<file path="config.mk">
export PLATFORM = sky130hd
export DESIGN_NAME = csr_trap_unit
export DESIGN_NICKNAME = d
export VERILOG_FILES = /design/src/rtl/csr_trap_unit.sv
export SDC_FILE = /design/constraint.sdc
export NUM_CORES = 2
export LEC_CHECK = 0
export CAP_MARGIN = 40
export CORE_ASPECT_RATIO = 1.25
export CORE_UTILIZATION = 40
export CTS_BUF_LIST = sky130_fd_sc_hd__clkbuf_8
export DETAILED_ROUTE_END_ITERATION = 7
export PLACE_DENSITY = 0.61
export SETUP_SLACK_MARGIN = 0.15
export SLEW_MARGIN = 10
export SYNTH_ARGS = -nofsm -noshare
export SYNTH_HDL_FRONTEND = slang
export SYNTH_SLANG_ARGS = --single-unit
export TNS_END_PERCENT = 30
</file>
<file path="constraint.sdc">
create_clock -name clk -period 10.7 [get_ports clk]
set_input_delay 1.605 -clock clk [delete_from_list [all_inputs] [get_ports clk]]
set_output_delay 1.605 -clock clk [all_outputs]
set_load 0.01 [all_outputs]
</file>
<file path="src/rtl/csr_trap_unit.sv">
// csr_trap_unit
//   Machine-mode CSR file with built-in trap sequencing. It holds mstatus, mie,
//   mip, mtvec, mepc, mcause, mtval, mscratch, mcycle, minstret and mhartid. It
//   arbitrates three interrupt lines, applies the trap-entry and mret updates
//   itself, and emits a registered one-cycle PC redirect.
//
// Ports
//   clk, rst                         clock, synchronous active-high reset
//   cpu_csr_wen_i/waddr_i/wdata_i    CSR write port
//   cpu_csr_raddr_i, csr_rdata_o     combinational read port (write bypass)
//   instr_retire_i                   increments minstret
//   trap_valid_i, trap_cause_i,      trap entry pulse and its
//   trap_pc_i, trap_tval_i           mcause/mepc/mtval values
//   mret_i                           mret pulse
//   irq_msip_i/irq_mtip_i/irq_meip_i level interrupt lines
//   irq_req_o, irq_cause_o           highest-priority enabled pending interrupt
//   redirect_valid_o, redirect_pc_o  one-cycle fetch redirect
module csr_trap_unit #(
    parameter int XLEN   = 64,
    parameter int CNT_W  = 64,
    parameter int HARTID = 0,
    parameter int VEC_EN = 1
) (
    input  logic            clk,
    input  logic            rst,
    input  logic            cpu_csr_wen_i,
    input  logic [11:0]     cpu_csr_waddr_i,
    input  logic [XLEN-1:0] cpu_csr_wdata_i,
    input  logic [11:0]     cpu_csr_raddr_i,
    output logic [XLEN-1:0] csr_rdata_o,
    input  logic            instr_retire_i,
    input  logic            trap_valid_i,
    input  logic [XLEN-1:0] trap_cause_i,
    input  logic [XLEN-1:0] trap_pc_i,
    input  logic [XLEN-1:0] trap_tval_i,
    input  logic            mret_i,
    input  logic            irq_msip_i,
    input  logic            irq_mtip_i,
    input  logic            irq_meip_i,
    output logic            irq_req_o,
    output logic [XLEN-1:0] irq_cause_o,
    output logic            redirect_valid_o,
    output logic [XLEN-1:0] redirect_pc_o
);
    localparam logic [11:0] ADDR_MSTATUS  = 12'h300;
    localparam logic [11:0] ADDR_MIE      = 12'h304;
    localparam logic [11:0] ADDR_MTVEC    = 12'h305;
    localparam logic [11:0] ADDR_MSCRATCH = 12'h340;
    localparam logic [11:0] ADDR_MEPC     = 12'h341;
    localparam logic [11:0] ADDR_MCAUSE   = 12'h342;
    localparam logic [11:0] ADDR_MTVAL    = 12'h343;
    localparam logic [11:0] ADDR_MIP      = 12'h344;
    localparam logic [11:0] ADDR_MCYCLE   = 12'hB00;
    localparam logic [11:0] ADDR_MINSTRET = 12'hB02;
    localparam logic [11:0] ADDR_MHARTID  = 12'hF14;

    // Interrupt sources in the order {meip, mtip, msip}; IRQ_BIT maps each to its mie/mip bit.
    localparam int IRQ_BIT [3] = '{3, 7, 11};

    logic             mstatus_mie_reg, mstatus_mie_next;
    logic             mstatus_mpie_reg, mstatus_mpie_next;
    logic [XLEN-1:0]  mie_reg, mie_next;
    logic [XLEN-1:0]  mtvec_reg, mtvec_next;
    logic [XLEN-1:0]  mscratch_reg, mscratch_next;
    logic [XLEN-1:0]  mepc_reg, mepc_next;
    logic [XLEN-1:0]  mcause_reg, mcause_next;
    logic [XLEN-1:0]  mtval_reg, mtval_next;
    logic [2:0]       mip_reg;
    logic [CNT_W-1:0] mcycle_reg, mcycle_next;
    logic [CNT_W-1:0] minstret_reg, minstret_next;
    logic             redirect_valid_reg, redirect_valid_next;
    logic [XLEN-1:0]  redirect_pc_reg, redirect_pc_next;

    logic [XLEN-1:0]  mstatus_val, mip_val;
    logic [XLEN-1:0]  wr_mstatus, wr_mie, wr_mtvec, wr_mepc, wr_cnt;
    logic [XLEN-1:0]  trap_base, trap_target;
    logic [2:0]       irq_lines, pending;
    logic             bypass, irq_req;

    assign irq_lines = {irq_meip_i, irq_mtip_i, irq_msip_i};

    genvar gi;
    generate
        for (gi = 0; gi < 3; gi++) begin : g_pending
            assign pending[gi] = mie_reg[IRQ_BIT[gi]] & mip_reg[gi];
        end
    endgenerate

    // Architectural views of the sparse registers, and post-WARL write values.
    always_comb begin
        mstatus_val        = '0;
        mstatus_val[12:11] = 2'b11;
        mstatus_val[7]     = mstatus_mpie_reg;
        mstatus_val[3]     = mstatus_mie_reg;
        mip_val            = '0;
        mip_val[3]         = mip_reg[0];
        mip_val[7]         = mip_reg[1];
        mip_val[11]        = mip_reg[2];

        wr_mstatus         = '0;
        wr_mstatus[12:11]  = 2'b11;
        wr_mstatus[7]      = cpu_csr_wdata_i[7];
        wr_mstatus[3]      = cpu_csr_wdata_i[3];
        wr_mie             = '0;
        wr_mie[3]          = cpu_csr_wdata_i[3];
        wr_mie[7]          = cpu_csr_wdata_i[7];
        wr_mie[11]         = cpu_csr_wdata_i[11];
        // Only mode 0 (direct) and, when enabled, mode 1 (vectored) are legal.
        wr_mtvec           = {cpu_csr_wdata_i[XLEN-1:2], 2'b00};
        if (VEC_EN != 0 && cpu_csr_wdata_i[1:0] == 2'b01) begin
            wr_mtvec[0] = 1'b1;
        end
        wr_mepc            = {cpu_csr_wdata_i[XLEN-1:2], 2'b00};
        wr_cnt             = XLEN'(cpu_csr_wdata_i[CNT_W-1:0]);
    end

    // Read port: a same-address write in flight is returned as it will be stored.
    always_comb begin
        bypass = cpu_csr_wen_i && (cpu_csr_raddr_i == cpu_csr_waddr_i);
        case (cpu_csr_raddr_i)
            ADDR_MSTATUS:  csr_rdata_o = bypass ? wr_mstatus : mstatus_val;
            ADDR_MIE:      csr_rdata_o = bypass ? wr_mie : mie_reg;
            ADDR_MTVEC:    csr_rdata_o = bypass ? wr_mtvec : mtvec_reg;
            ADDR_MSCRATCH: csr_rdata_o = bypass ? cpu_csr_wdata_i : mscratch_reg;
            ADDR_MEPC:     csr_rdata_o = bypass ? wr_mepc : mepc_reg;
            ADDR_MCAUSE:   csr_rdata_o = bypass ? cpu_csr_wdata_i : mcause_reg;
            ADDR_MTVAL:    csr_rdata_o = bypass ? cpu_csr_wdata_i : mtval_reg;
            ADDR_MIP:      csr_rdata_o = mip_val;
            ADDR_MCYCLE:   csr_rdata_o = bypass ? wr_cnt : XLEN'(mcycle_reg);
            ADDR_MINSTRET: csr_rdata_o = bypass ? wr_cnt : XLEN'(minstret_reg);
            ADDR_MHARTID:  csr_rdata_o = XLEN'(HARTID);
            default:       csr_rdata_o = '0;
        endcase
    end

    // Interrupt arbitration: MEI > MSI > MTI. Suppressed while a trap or mret
    // is being taken so the pipeline never sees a request it cannot act on.
    always_comb begin
        irq_req     = mstatus_mie_reg & (|pending) & ~trap_valid_i & ~mret_i;
        irq_cause_o = '0;
        if (irq_req) begin
            irq_cause_o[XLEN-1] = 1'b1;
            if (pending[2]) begin
                irq_cause_o[3:0] = 4'd11;
            end else if (pending[0]) begin
                irq_cause_o[3:0] = 4'd3;
            end else begin
                irq_cause_o[3:0] = 4'd7;
            end
        end
    end
    assign irq_req_o = irq_req;

    assign trap_base   = {mtvec_reg[XLEN-1:2], 2'b00};
    assign trap_target = (mtvec_reg[0] && trap_cause_i[XLEN-1])
                         ? trap_base + {trap_cause_i[XLEN-3:0], 2'b00}
                         : trap_base;

    // Next state. CPU writes are applied first and then overridden by mret,
    // then by trap, so each CSR sees trap > mret > write.
    always_comb begin
        mstatus_mie_next    = mstatus_mie_reg;
        mstatus_mpie_next   = mstatus_mpie_reg;
        mie_next            = mie_reg;
        mtvec_next          = mtvec_reg;
        mscratch_next       = mscratch_reg;
        mepc_next           = mepc_reg;
        mcause_next         = mcause_reg;
        mtval_next          = mtval_reg;
        mcycle_next         = mcycle_reg + CNT_W'(1);
        minstret_next       = minstret_reg + CNT_W'(instr_retire_i);
        redirect_valid_next = 1'b0;
        redirect_pc_next    = redirect_pc_reg;

        if (cpu_csr_wen_i) begin
            case (cpu_csr_waddr_i)
                ADDR_MSTATUS: begin
                    mstatus_mie_next  = cpu_csr_wdata_i[3];
                    mstatus_mpie_next = cpu_csr_wdata_i[7];
                end
                ADDR_MIE:      mie_next      = wr_mie;
                ADDR_MTVEC:    mtvec_next    = wr_mtvec;
                ADDR_MSCRATCH: mscratch_next = cpu_csr_wdata_i;
                ADDR_MEPC:     mepc_next     = wr_mepc;
                ADDR_MCAUSE:   mcause_next   = cpu_csr_wdata_i;
                ADDR_MTVAL:    mtval_next    = cpu_csr_wdata_i;
                ADDR_MCYCLE:   mcycle_next   = cpu_csr_wdata_i[CNT_W-1:0];
                ADDR_MINSTRET: minstret_next = cpu_csr_wdata_i[CNT_W-1:0];
                default: ;
            endcase
        end

        if (trap_valid_i) begin
            mepc_next           = {trap_pc_i[XLEN-1:2], 2'b00};
            mcause_next         = trap_cause_i;
            mtval_next          = trap_tval_i;
            mstatus_mpie_next   = mstatus_mie_reg;
            mstatus_mie_next    = 1'b0;
            redirect_valid_next = 1'b1;
            redirect_pc_next    = trap_target;
        end else if (mret_i) begin
            mstatus_mie_next    = mstatus_mpie_reg;
            mstatus_mpie_next   = 1'b1;
            redirect_valid_next = 1'b1;
            redirect_pc_next    = mepc_reg;
        end
    end

    always_ff @(posedge clk) begin
        if (rst) begin
            mstatus_mie_reg    <= 1'b0;
            mstatus_mpie_reg   <= 1'b0;
            mie_reg            <= '0;
            mtvec_reg          <= '0;
            mscratch_reg       <= '0;
            mepc_reg           <= '0;
            mcause_reg         <= '0;
            mtval_reg          <= '0;
            mip_reg            <= '0;
            mcycle_reg         <= '0;
            minstret_reg       <= '0;
            redirect_valid_reg <= 1'b0;
            redirect_pc_reg    <= '0;
        end else begin
            mstatus_mie_reg    <= mstatus_mie_next;
            mstatus_mpie_reg   <= mstatus_mpie_next;
            mie_reg            <= mie_next;
            mtvec_reg          <= mtvec_next;
            mscratch_reg       <= mscratch_next;
            mepc_reg           <= mepc_next;
            mcause_reg         <= mcause_next;
            mtval_reg          <= mtval_next;
            mip_reg            <= irq_lines;
            mcycle_reg         <= mcycle_next;
            minstret_reg       <= minstret_next;
            redirect_valid_reg <= redirect_valid_next;
            redirect_pc_reg    <= redirect_pc_next;
        end
    end

    assign redirect_valid_o = redirect_valid_reg;
    assign redirect_pc_o    = redirect_pc_reg;

endmodule
</file>
# After elaboration in Yosys (flattened, before gate mapping)
# Index checks and enable logic that the tools add are counted.
dict set report totals {
  register_bits 518
  in_bits 289
  out_inout_bits 194
  elab_cells 106
}
dict set report op_classes {
  n_addsub 3
  eq_ne 21
  muxes 40
  bitwise 8
  n_reduce_logical 21
}
# operator count
set op_table {}
lappend op_table {{$mux W64} 23}
lappend op_table {{$pmux W64 S10} 1}
lappend op_table {{$eq A12 B10 Y1 const B} 15}
lappend op_table {{$add A64 B1 Y64} 1}
lappend op_table {{$add A64 B1 Y64 const B} 1}
lappend op_table {{$add A64 B64 Y64} 1}
lappend op_table {{$eq A12 B12 Y1 const B} 4}
lappend op_table {{$reduce_and A2 Y1} 8}
lappend op_table {{$reduce_bool A2 Y1} 7}
lappend op_table {{$eq A12 B12 Y1} 1}
lappend op_table {{$mux W12} 1}
lappend op_table {{$mux W1} 11}
lappend op_table {{$mux W4} 2}
lappend op_table {{$mux W8} 1}
lappend op_table {{$and A1 B1 Y1} 6}
lappend op_table {{$reduce_bool A3 Y1} 2}
lappend op_table {{$mux W3} 1}
lappend op_table {{$reduce_or A3 Y1} 1}
lappend op_table {{$eq A2 B1 Y1 const B} 1}
lappend op_table {{$logic_and A1 B1 Y1} 2}
lappend op_table {{$not A1 Y1} 2}
lappend op_table {{$reduce_or A2 Y1} 1}

# Longest topological paths before layout
dict set report depth {
  ltp_word 6
  depth_mapped 12
  depth_no_buf 12
}

# Least setup slack after synthesis
# OpenSTA, ideal clock, no wires.
dict set report synth_path {
  path_type {in2out}
  from {in cpu_csr_raddr_i[4]}
  to {out csr_rdata_o[53]}
  arrival_ps 3677
  t_required_ps 9095
  setup_slack_ps 5418
  cell_stages 10
  path_buffers 3
  cell_sequence {nor4b_1 > nand3b_1 > nor3b_1 > and3_1 > buf_2 > nor3_1 > nor2_1 > clkbuf_1 > buf_2 > a22o_1}
}
dict set report synth_via {
  elab_chain_len 4
  elab_cells_between_ends 20
  cone_classes {eq/ne (11); mux (8); reduce/logical (1)}
}
# item line
set synth_lines {}
lappend synth_lines {{start, declared} 29} ;# input logic [11:0] cpu_csr_raddr_i,
lappend synth_lines {{$eq A12 B12 Y1} 119} ;# bypass = cpu_csr_wen_i && (cpu_csr_raddr_i == cpu_csr_waddr_i);
lappend synth_lines {{$logic_and A1 B1 Y1} 119}
lappend synth_lines {{$mux W64 (tied with other cells)} 130} ;# ADDR_MINSTRET: csr_rdata_o = bypass ? wr_cnt : XLEN'(minstret_reg);
lappend synth_lines {{$pmux W64 S10 (*)} 120} ;# case (cpu_csr_raddr_i)
lappend synth_lines {{end, declared} 30} ;# output logic [XLEN-1:0] csr_rdata_o,
# Mark *: on every way between the ends. The rest lies on a longest branch, timed or not.

# Worst setup path after layout
dict set report layout_path {
  from {in cpu_csr_raddr_i[4]}
  to {out csr_rdata_o[41]}
}
# The elaborated chain is that of the path after synthesis.

==> metrics.yaml <==
status: "finished, final reports clean"
final_cell_mix: "nor2_1 (592), nand2_1 (539), dfxtp_1 (516)"
whs_endpoint: "mscratch_reg[51]"
port_buffers: 419
worstPathArrival_ps: 5840
ys_ff_latch: 516
power_uw: 4440
first_global_vias: 28648
dpl.hpwl_mm: 87.4
rsz0062_at_grt: "no"
finalInstanceArea_sq_um: 37300
hold_class: "flop to flop"
max_cap_violations: 0
worstSkewPairLatency_ps: 740
antenna_found_initial: 4
multi_input_area_sq_um: 18900
synth_edf_count: 0
slew_headroom_pct: 20.8
rrSetupSlack_ps: 6710
peakVddDrop_mv: 0.0744
post_dp_cell_area_sq_um: 35400
min_path_cells: 2
grt_first_pass_wirelength_mm: 180
die_y_um: 313
max_freq_mhz: 134
syn_inst: 4037
nFillCells: 7525
cts_tree: "done"
routed_via_density: 5.81
wirelength_mm: 122
p_per_area_nw_per_um2: 119
postSynthAreaPerCell_sq_um: 7.65
fin_ws_ps: 3260
ios: 483
synthTopCellsByArea: "dfxtp_1 (33%), mux2i_1 (9.4%), nor2_1 (7.2%), a21oi_1 (6.7%), nand2_1 (6.6%)"
p_leak_uw: 0.0146
synth-async-reset-ratio_pct: 0
layout_commonest_cell: "nor2_1"
wire_per_inst_um: 23.1
regArea_sq_um: 10300
core_area_sq_um: 76200
hold_viol: 0
worstMarginPinSlew_ps: 1190
grt_use_total_pct: 30.1
first_pass_iters: 5
vias: 30693
critPathLaunchType: "input pin"
fin_crit_sh_pct: 69.6
max-clock-path-buffers: 3
drtIter0Drc: 2608
clkSinkCount: 516
post_cts_buffers: 0
finalMaxSlewViolations: 0
synth_cell_types: 82
yosysWarningCount: 0
clk_pin_slew_ps: 60
r2r-start: "mtvec_reg[14]"
grt_overflow: 0
die_w_um: 251
ys_seq_area_share_pct: 33.4
start_util_pct: 40.5
netlist_area_sq_um: 30900
yosys.area.top_type: "dfxtp_1"
min_period_ps: 7440
layout-drive-gt1-share_pct: 5.66
place_ws_ps: 3320
drtAntennaViolNets: 0
fin_skew_ps: 54.0
cp_max_fo: 44
gp_congestion: 0.919
cp.required_ps: 9100
synth_top_area_share_pct: 33.4
grt_start_max_net_pins: 180
reg2reg_depth: 11
final-setup-viol-count: 0
area_growth_pct: 20.6
critPathCaptureType: "output port"
die_area_sq_um: 78400
worstHoldStart: "mscratch_reg[51]"
rr_endpoint: "redirect_pc_o[51]"
synthFlopType: "dfxtp_1"
root_buffer: "clkbuf_8"
drc: 0
crit_type: "input pin to output port"
cts_made_buffers: 91
hold_buffers: 0
cts_resized: 0
htree_levels: 3
tns_ps: 0
rows: 113
layout.nets: 4593
## layout make-up
cell class | instances | area share [%]
inverters | 26 | 0.262
well taps | 977 | 3.28
flip-flops and latches | 516 | 27.7
clock inverters | 46 | 0.752
repair buffers | 480 | 13.0
diodes | 2 | 0.0134
multi-input cells | 3124 | 50.7
clock buffers | 116 | 4.28
## per-layer routing
layer  track usage [%]  share of wire, %  up-vias
li1                  -                 -    14610
met1              36.3                40    14556
met2              51.3                48     1227
met3              4.22               6.2      296
met4              16.8               5.6        4
met5                 0             0.025        -
## worst max path at each step
stage / start / end / slack, ps / cells after the start
6_report: cpu_csr_raddr_i[4] / csr_rdata_o[41] / 3260 / 10
5_1_grt: cpu_csr_raddr_i[5] / csr_rdata_o[42] / 3140 / 10
4_1_cts: cpu_csr_raddr_i[4] / csr_rdata_o[42] / 3290 / 10
3_5_place_dp: cpu_csr_raddr_i[4] / csr_rdata_o[42] / 3320 / 10
3_3_place_gp: cpu_csr_raddr_i[4] / csr_rdata_o[42] / 3360 / 10
2_1_floorplan: cpu_csr_raddr_i[4] / csr_rdata_o[53] / 5420 / 10
## cell usage after synthesis, types with 5 or more instances
master / count
nor2b_1: 42
or3_1: 31
a31oi_1: 7
nand3b_1: 6
mux2i_1: 290
nand2b_1: 9
ha_1: 64
o21bai_1: 15
a221oi_1: 77
nand4_1: 45
inv_1: 25
buf_1: 33
nor4_1: 8
and2_1: 14
a211oi_1: 154
a22o_1: 60
and3_1: 33
nor3b_1: 5
xnor2_1: 80
a21oi_1: 416
clkbuf_1: 307
o21ai_0: 122
a22oi_1: 64
o221ai_1: 9
xor2_1: 87
buf_2: 26
and4_1: 10
nor3_1: 35
dfxtp_1: 516
a221o_1: 5
nand2_1: 542
nand3_1: 78
o21a_1: 6
nor2_1: 594
o21ai_1: 5
a311oi_1: 45
buf_4: 65
a2111oi_0: 9
a21o_1: 33
## kinds of logic (layout without fill, tap and decap cells)
family	Yosys count	count (layout)	share of synthesized area, %
other	1	63	0.0121
adders and majority gates	65	65	2.66
muxes	291	291	9.43
DFF	516	516	33.4
buffers and inverters	457	668	6.45
xor gates and xnor gates	167	167	4.73
and+or+nand+nor	1473	1473	20.5
AOI/OAI and AO/OA	1067	1067	22.8
## worst max-delay path, cell delays in order
cell and delay [ps]:
clkdlybuf4s50_1 430, nor4b_1 320, nand3b_1 370, nor3b_1 530, and3_2 280, nor3_1 80, nor2_4 530, buf_4 600
a22o_1 400, clkdlybuf4s50_1 600
## through the flow
stage | std cells | hold slack (ps) | util, %
after floorplan | 4097 | 436 | -
after global placement | 5113 | 442 | 46.1
after detailed placement | 5122 | 446 | 46.4
after CTS | 5284 | 454 | 48.9
after global routing | 5286 | 467 | 48.9
final | 5287 | 453 | 48.9
## power by group
part	switching, uW	total, uW	leakage, uW	internal (uW)
registers	38.6	2010	0.00420	1970
clock network	902	1930	0.00109	1020
logic	286	502	0.00933	216
total	1230	4440	0.0146	3220
Power figures use the tool's default switching activity.
